===== src/rtl/led_disp_ctrl.sv =====
// Six-digit multiplexed 7-segment driver for a 0-59 seconds count.
// Shows the BCD ones/tens on digits 0/1 and scans digits 2-5 blank.
module led_disp_ctrl #(
    parameter int unsigned SCAN_DIV = 50000,
    parameter bit          LZB      = 1'b0
) (
    input  logic       clk,
    input  logic       rst,
    input  logic [5:0] cnt,
    output logic [6:0] seg,
    output logic [5:0] an,
    output logic       frame
);

    localparam int unsigned PSC_W = (SCAN_DIV > 1) ? $clog2(SCAN_DIV) : 1;
    localparam logic [PSC_W-1:0] PSC_MAX = PSC_W'(SCAN_DIV - 1);
    localparam logic [2:0] IDX_LAST = 3'd5;
    localparam logic [6:0] SEG_BLANK = 7'h00;
    localparam logic [6:0] SEG_DASH  = 7'h40;

    logic [PSC_W-1:0] psc;
    logic [2:0]       idx;
    logic [5:0]       val;

    logic       tick;
    logic       wrap;
    logic [2:0] idx_nxt;
    logic [5:0] dval;
    logic [5:0] tens_sub;
    logic [3:0] tens;
    logic [3:0] ones;
    logic       invalid;
    logic [6:0] seg_nxt;
    logic [5:0] an_nxt;

    function automatic logic [6:0] digit_pat(input logic [3:0] d);
        case (d)
            4'd0:    digit_pat = 7'h3F;
            4'd1:    digit_pat = 7'h06;
            4'd2:    digit_pat = 7'h5B;
            4'd3:    digit_pat = 7'h4F;
            4'd4:    digit_pat = 7'h66;
            4'd5:    digit_pat = 7'h6D;
            4'd6:    digit_pat = 7'h7D;
            4'd7:    digit_pat = 7'h07;
            4'd8:    digit_pat = 7'h7F;
            4'd9:    digit_pat = 7'h6F;
            default: digit_pat = 7'h00;
        endcase
    endfunction

    // Next-slot decode; digit 0 bypasses the latch so it shows the value captured this edge.
    always_comb begin
        tick     = (psc == PSC_MAX);
        idx_nxt  = (idx >= IDX_LAST) ? 3'd0 : idx + 3'd1;
        wrap     = tick && (idx_nxt == 3'd0);
        dval     = wrap ? cnt : val;
        invalid  = (dval >= 6'd60);
        tens     = 4'd0;
        tens_sub = 6'd0;
        if (dval >= 6'd50) begin
            tens     = 4'd5;
            tens_sub = 6'd50;
        end else if (dval >= 6'd40) begin
            tens     = 4'd4;
            tens_sub = 6'd40;
        end else if (dval >= 6'd30) begin
            tens     = 4'd3;
            tens_sub = 6'd30;
        end else if (dval >= 6'd20) begin
            tens     = 4'd2;
            tens_sub = 6'd20;
        end else if (dval >= 6'd10) begin
            tens     = 4'd1;
            tens_sub = 6'd10;
        end
        ones    = 4'(dval - tens_sub);
        seg_nxt = SEG_BLANK;
        case (idx_nxt)
            3'd0: seg_nxt = invalid ? SEG_DASH : digit_pat(ones);
            3'd1: begin
                if (invalid)
                    seg_nxt = SEG_DASH;
                else if (LZB && (tens == 4'd0))
                    seg_nxt = SEG_BLANK;
                else
                    seg_nxt = digit_pat(tens);
            end
            default: seg_nxt = SEG_BLANK;
        endcase
        an_nxt = ~(6'(1) << idx_nxt);
    end

    // Prescaler, scan index, frame latch and registered outputs.
    always_ff @(posedge clk or posedge rst) begin
        if (rst) begin
            psc   <= '0;
            idx   <= IDX_LAST;
            val   <= 6'd0;
            seg   <= SEG_BLANK;
            an    <= 6'b111111;
            frame <= 1'b0;
        end else begin
            psc   <= tick ? '0 : psc + PSC_W'(1);
            frame <= wrap;
            if (wrap)
                val <= cnt;
            if (tick) begin
                idx <= idx_nxt;
                seg <= seg_nxt;
                an  <= an_nxt;
            end
        end
    end

endmodule


===== config.mk =====
export PLATFORM = sky130hd
export DESIGN_NAME = led_disp_ctrl
export DESIGN_NICKNAME = d
export VERILOG_FILES = /design/src/rtl/led_disp_ctrl.sv
export SDC_FILE = /design/constraint.sdc
export NUM_CORES = 1
export LEC_CHECK = 0
export BUFFER_PORTS_ARGS = -buffer_cell sky130_fd_sc_hd__buf_2
export CAP_MARGIN = 10
export CORE_ASPECT_RATIO = 0.7
export CORE_MARGIN = 1
export CORE_UTILIZATION = 47
export DETAILED_ROUTE_END_ITERATION = 8
export PLACE_DENSITY = 0.65
export RECOVER_POWER = 25
export SLEW_MARGIN = 20
export SYNTH_ARGS = -nofsm -noshare
export SYNTH_HDL_FRONTEND = slang
export SYNTH_SLANG_ARGS = --single-unit
export TNS_END_PERCENT = 10

===== constraint.sdc =====
create_clock -name clk -period 9.55 [get_ports clk]
set_input_delay 0.4775 -clock clk [delete_from_list [all_inputs] [get_ports clk]]
set_output_delay 0.4775 -clock clk [all_outputs]
set_load 0.03 [all_outputs]

==> impl_metrics.csv, run 1 <==
group,metric,value,unit
clock_tree,clk-insertion-delay-late,0.30,ns
drt,iteration_count_of_the_initial_detailed_routing_pass,4,
synthesis,synth_area,2606,sq um
synthesis,number_of_flops_mapped_to_enable_cells_by_yosys,0,
clock_tree,cts-root-buf,"clkbuf_8",
global_routing,grt_antenna_before_repair,0,
drt,drc_errors,0,
timing,timing.final.crit_period,4.850,ns
run_status,violations_in_the_final_reports,"capacitance limit, slew limit",
global_routing,largest_net_degree_at_the_start_of_global_routing,40,
placed_design,dp_hpwl,4176,microns
timing,clock_skew,0.009403,ns
drt,via_count,2089,
drt,antenna_violation_net_count_after_detailed_routing,0,
clock_tree,post-cts-setup-buffer-count,0,
synthesis,synth_area_per_cell,9.477,sq um
floorplan,die_w,91.01,microns
clock_tree,cts_made_buffers,5,
synthesis,yosysWarnings,0,
synthesis,synthDistinctLibCells,60,
clock_tree,cts.path.max_buffers,2,
global_routing,gr-total-overflow,0,
floorplan,initial_utilization,49.31,%
clock_tree,post_cts_resized,0,
worst_setup_path,max_stage_delay,0.78,ns
timing,final_hold_viol_count,0,
clock_tree,cts_tree,"yes",
synthesis,async_reset_ff_share,100.0,%
timing,tightestPinTransition,2.122,ns
placed_design,routability_congestion,0.8619,
hold_path,worstHoldPathType,"flip-flop to flip-flop",
run,drv_cap,1,
floorplan,rows,22,
worst_setup_path,most_frequent_cell_on_the_critical_path,"ha_1",
finish,multi_input_combinational_cell_area,1485,sq um
drt,via_per_inst,5.692,
floorplan,chipHeight,64.31,microns
synthesis,mapped_nets,301,
timing,clock.fmax,206.2,MHz
worst_setup_path,timing_worst_setup_path_type,"flip-flop to flip-flop",
power_and_ir_drop,vdd_drop_max,0.00005494,V
finish,layout_common_cells,"dfrtp_1 (31), nor2_1 (29), nand2_1 (22)",
finish,layout_commonest_cell,"dfrtp_1",
timing,timing.final.max_slew_violations,40,
finish,fillerInstances,488,
finish,antenna_cells_inserted,0,
finish,fraction_of_final_layout_cells_with_drive_strength_greater_than_1,18.64,%
finish,regArea,985.9,sq um
synthesis,ys_dominant_reg_cell,"dfrtp_1",
timing,grt_setup_unrepaired,"no",
timing,timing.final.crit_share,50.79,%
drt,totalWireLength,5729,microns
worst_setup_path,cp_data_required_time,9.77,ns
worst_setup_path,timing.critical_path.cells,"inv_1, ha_1, o21bai_2, a21o_2, nand2_8, inv_4, mux2_2, o22ai_1, nand2b_1, ha_1, fa_1, xnor2_1, or4b_1, o211ai_1",
worst_setup_path,cp-end-kind,"flip-flop",
drt,drt_iter0_drc,132,
finish,synthToLayoutAreaGrowth,8.833,%
finish,finalNetCount,320,
global_routing,grt_usage,21.35,%
floorplan,io_pins,22,
worst_setup_path,cpLargestDelayFamily,"adder cells",
worst_setup_path,cp_num_buf_inv,2,
timing,finalSetupViolations,0,
power_and_ir_drop,power.static_leakage,0.001313,uW
drt,routedWlPerCell,15.61,microns
power_and_ir_drop,power_density,109.8,nW/um^2
worst_setup_path,critPathLaunchType,"flip-flop",
run_status,status,"finished, violations left",
clock_tree,clock_tree.htree_level_count,2,
timing,max_slew_margin,-41.47,%
timing,tns,0,ns
worst_setup_path,critPathSlowestCell,"xnor2_1",
synthesis,post_synth_inst_count,275,
worst_setup_path,cp_max_fo,14,
floorplan,floorplan.core_area,5285,sq um
power_and_ir_drop,power.total,311.4,uW
clock_tree,cts.reportedPaths.clkPinSlew,0.09,ns
global_routing,first_global_vias,1945,
floorplan,fp.dieArea,5852,sq um
synthesis,ys_ff_latch,39,
worst_setup_path,arr_time_crit_path,5.07,ns
synthesis,fraction_of_the_yosys_area_taken_by_sequential_cells,37.83,%
clock_tree,cts_hold_repair.buffers,0,
placed_design,port_buffers,21,
clock_tree,cts.sinks,39,
global_routing,grt_first_pass_wirelength,9777,microns
==> report_power, final <==
group	switching, uW	internal [uW]
Sequential	0.897	166
Clock	66.1	50.9
Combinational	17.8	9.94
==> cells in the mapped netlist (3+ instances only) <==
library cell / count / area (sq um)
dfstp_2: 8 / 210.2
and3_1: 7 / 43.79
dfrtp_1: 31 / 775.7
mux2i_1: 8 / 80.08
nand2b_1: 7 / 43.79
a22oi_1: 3 / 22.52
o21ai_0: 14 / 70.07
xnor2_1: 6 / 52.55
clkbuf_1: 5 / 18.77
mux2_2: 4 / 45.04
and2_1: 3 / 18.77
nor2_1: 29 / 108.9
buf_4: 3 / 22.52
nand2_1: 22 / 82.58
o211ai_1: 5 / 37.54
or3_1: 3 / 18.77
ha_1: 17 / 212.7
nor3_1: 4 / 20.02
xor2_1: 8 / 70.07
inv_1: 18 / 67.56
nand4_1: 4 / 25.02
a21oi_1: 10 / 50.05
nand3_1: 9 / 45.04
==> stage by stage <==
step / hold WS [ns] / utilization (%) / area [sq um] / worst slack, ns / instances
2_1_floorplan: 0.4251 / - / 2606 / 5.584 / 275
3_3_place_gp: 0.4382 / 52.06 / 2751 / 5.003 / 359
3_5_place_dp: 0.4556 / 52.06 / 2751 / 4.804 / 359
4_1_cts: 0.2957 / 53.74 / 2840 / 4.757 / 367
5_1_grt: 0.4777 / 53.67 / 2836 / 4.447 / 367
6_report: 0.4623 / 53.67 / 2836 / 4.700 / 367
==> flip-flops by register name (all words and copies together), names as in the netlist <==
register,flops
an,6
idx,3
seg,7
frame,1
psc,16
val,6
==> per-layer routing <==
layer  wire length (microns)  vias up  track usage, %
li1                        -     1007               -
met1                    3131     1030           33.13
met2                    2247       43           29.36
met3                     274        9           4.167
met4                      76        0           6.548
met5                       0        -               0
==> area by class of cell <==
cell class	count	share of cell area [%]
clock buffer	5	2.426
clock inverter	3	0.7058
inverter	20	2.735
multi-input combinational	206	52.36
sequential	39	34.76
tap	72	3.176
timing repair buffer	22	3.838
==> worst paths after layout <==
check | start | endpoint | depth (start not counted) | slack [ns]
worst max-delay path | idx[0]$_DFFE_PP1N_ | seg[5]$_DFFE_PP0N_ | 14 | 4.70
worst min-delay path | psc[0]$_DFF_PP0_ | psc[0]$_DFF_PP0_ | 1 | 0.46
worst max register to register | idx[0]$_DFFE_PP1N_ | seg[5]$_DFFE_PP0N_ | 14 | 4.70
worst min register to register | psc[0]$_DFF_PP0_ | psc[0]$_DFF_PP0_ | 1 | 0.46
max in group asynchronous | rst | seg[3]$_DFFE_PP0N_ | 3 | 7.40
min in group asynchronous | rst | frame$_DFF_PP0_ | 3 | 0.93
==> cell families (layout without fill, tap and decap cells) <==
family / after synthesis / after routing / synth area share [%]
compound gates: 58 / 58 / 16.23
xor+xnor: 14 / 14 / 4.705
fa+ha+maj: 20 / 20 / 9.697
buf+inv: 30 / 50 / 5.184
flops: 39 / 39 / 37.83
mux: 13 / 13 / 5.377
simple gates: 101 / 101 / 20.98
(Power assumes the default switching activity.)
==> inputs of run 2 (changes only) <==
- PLACE_DENSITY: 0.65 -> 0.68
- clock period: 9.55 -> 4.3 ns (I/O delays scaled with it)
==> run 2 against run 1 <==
- utilization rose by 1.1 points
- largest power group unchanged
- the run still ends with capacitance limit, slew limit left
- combinational power increased by 140%
- via count about the same
- first-iteration DRC count down 14%
- register-to-register slack worse by 4.5 ns
- die area unchanged
- worst setup slack worse by 4.5 ns
- final area grew 2.1%
==> impl_metrics.csv, run 2 (synthesis results as in run 1) <==
group,metric,value,unit
run_status,status,"finished, violations left",
run_status,violations_in_the_final_reports,"capacitance limit, slew limit",
timing,tightestPinTransition,2.093,ns
drt,via_count,2091,
hold_path,worstHoldEndpoint,"val[4]$_DFF_PP0_",
timing,tns,0,ns
worst_setup_path,cp_data_required_time,4.47,ns
finish,synthToLayoutAreaGrowth,11.14,%
clock_tree,cts.reportedPaths.clkPinSlew,0.08,ns
placed_design,port_buffers,21,
placed_design,dp_hpwl,4124,microns
timing,timing.final.crit_share,95.84,%
drt,drc_errors,0,
finish,antenna_cells_inserted,0,
drt,drt_iter0_drc,114,
global_routing,grt_antenna_before_repair,0,
power_and_ir_drop,power.total,687.0,uW
timing,clock_skew,0.003148,ns
hold_path,hold_depth,3,
hold_path,worstHoldPathType,"input pin to flip-flop",
timing,max_slew_margin,-39.56,%
global_routing,globalRouteMet2Util,29.07,%
global_routing,grt-busiest-layer,"met1",
finish,largestRegisters,"psc: 16 flops, seg: 7 flops",
clock_tree,post_cts_resized,0,
worst_setup_path,rr_endpoint,"seg[6]$_DFFE_PP0N_",
floorplan,floorplan.core_area,5285,sq um
worst_setup_path,register_to_register_setup_slack,0.18,ns
floorplan,fp.dieArea,5852,sq um
global_routing,gr-total-overflow,0,
global_routing,use_met3,5.119,%
floorplan,die_w,91.01,microns
placed_design,routability_congestion,0.8831,
global_routing,grt_first_pass_wirelength,9266,microns
clock_tree,cts.path.max_buffers,2,
finish,final_core_utilization,54.81,%
timing,timing.final.crit_period,4.121,ns
floorplan,chipHeight,64.31,microns
worst_setup_path,cp-end-kind,"flip-flop",
clock_tree,cts.sinks,39,
timing,whs,0.2148,ns
finish,layout_commonest_cell,"dfrtp_1",
finish,largest_register,"psc",
clock_tree,cts_made_buffers,5,
clock_tree,post-cts-setup-buffer-count,0,
finish,finalNetCount,326,
drt,routedWlPerCell,14.92,microns
worst_setup_path,timing.rr.start,"idx[0]$_DFFE_PP1N_",
worst_setup_path,critPathLaunchType,"flip-flop",
drt,iteration_count_of_the_initial_detailed_routing_pass,4,
timing,finalSetupViolations,0,
finish,fraction_of_final_layout_cells_with_drive_strength_greater_than_1,20.93,%
floorplan,io_pins,22,
worst_setup_path,arr_time_crit_path,4.29,ns
global_routing,grt_usage,20.23,%
floorplan,rows,22,
global_routing,first_global_vias,1925,
timing,clock.fmax,242.6,MHz
worst_setup_path,timing_worst_setup_path_type,"flip-flop to flip-flop",
global_routing,met1_usage,30.49,%
timing,final_hold_viol_count,0,
drt,totalWireLength,5565,microns
worst_setup_path,worst-r2r-cell-count,16,
timing,timing.final.max_slew_violations,40,
power_and_ir_drop,power_density,237.2,nW/um^2
finish,largest_register_ffs,16,
clock_tree,cts-root-buf,"clkbuf_8",
run,drv_cap,1,
power_and_ir_drop,power.static_leakage,0.001346,uW
worst_setup_path,cp_max_fo,11,
clock_tree,clk-insertion-delay-late,0.29,ns
power_and_ir_drop,vdd_drop_max,0.0001505,V
clock_tree,cts_hold_repair.buffers,0,
placed_design,dp_slack,0.09628,ns
finish,layout_common_cells,"dfrtp_1 (31), nor2_1 (29), nand2_1 (22)",
global_routing,largest_net_degree_at_the_start_of_global_routing,40,
floorplan,initial_utilization,49.31,%
drt,via_per_inst,5.606,
drt,antenna_violation_net_count_after_detailed_routing,0,
clock_tree,clock_tree.htree_level_count,2,
clock_tree,cts_tree,"yes",
timing,grt_setup_unrepaired,"no",
timing,final.setup.worst_slack,0.1788,ns
hold_path,hold_path.startpoint,"cnt[4]",
==> run 2: changes by cell type in the layout (fill, tap and decap cells not counted) <==
cell / previous run / this run
fa_2: 0 / 1
o22ai_1: 1 / 0
a21o_4: 0 / 1
a21o_2: 1 / 0
fa_1: 1 / 0
buf_4: 0 / 6
o22ai_2: 0 / 1
==> run 2: cell type report <==
cell class / instances / area (sq um)
repair buffers: 28 / 153.9
multi-input cells: 206 / 1500
clock inverters: 3 / 20.02
inverters: 20 / 77.57
clock buffers: 5 / 68.82
well taps: 72 / 90.09
fillers: 491 / 2389
flip-flops and latches: 39 / 985.9
==> run 2: worst max-delay path by stage <==
stage / slack (ns) / cells after the start / from / to
4_1_cts: 0.06 / 15 / idx[0]$_DFFE_PP1N_ / seg[3]$_DFFE_PP0N_
2_1_floorplan: 0.33 / 17 / idx[0]$_DFFE_PP1N_ / seg[6]$_DFFE_PP0N_
3_5_place_dp: 0.1 / 16 / idx[0]$_DFFE_PP1N_ / seg[6]$_DFFE_PP0N_
5_1_grt: 0.02 / 16 / idx[0]$_DFFE_PP1N_ / seg[6]$_DFFE_PP0N_
3_3_place_gp: 0.28 / 16 / idx[0]$_DFFE_PP1N_ / seg[6]$_DFFE_PP0N_
6_report: 0.18 / 16 / idx[0]$_DFFE_PP1N_ / seg[6]$_DFFE_PP0N_
==> run 2: per-stage QoR <==
step / std cells / cell area [sq um]
global placement: 365 / 2796
finish: 373 / 2897
CTS: 373 / 2885
floorplan: 275 / 2606
global route: 373 / 2897
detailed placement: 365 / 2796
==> run 2: power by group <==
part | switching (uW) | internal (uW)
Clock | 138 | 113
Combinational | 40.0 | 25.7
Sequential | 2.06 | 368
==> run 2: layer usage <==
layer | vias up | share of wire [%]
li1 | 1024 | -
met1 | 1012 | 53
met2 | 51 | 42
met3 | 4 | 4.8
met4 | 0 | 0.34
met5 | - | 0
==> run 2: critical path, stage by stage, from the launching register on <==
cell and delay [ns]:
dfstp_2 0.64, inv_1 0.11, ha_1 0.38, o21bai_2 0.23, a21o_4 0.21, nand2_8 0.09
inv_4 0.06, mux2_2 0.36, o22ai_2 0.22, nand2b_1 0.15, ha_1 0.23, fa_2 0.65
nor3b_1 0.08, a21oi_1 0.12, a21oi_1 0.06, a311oi_1 0.29, a211oi_2 0.11
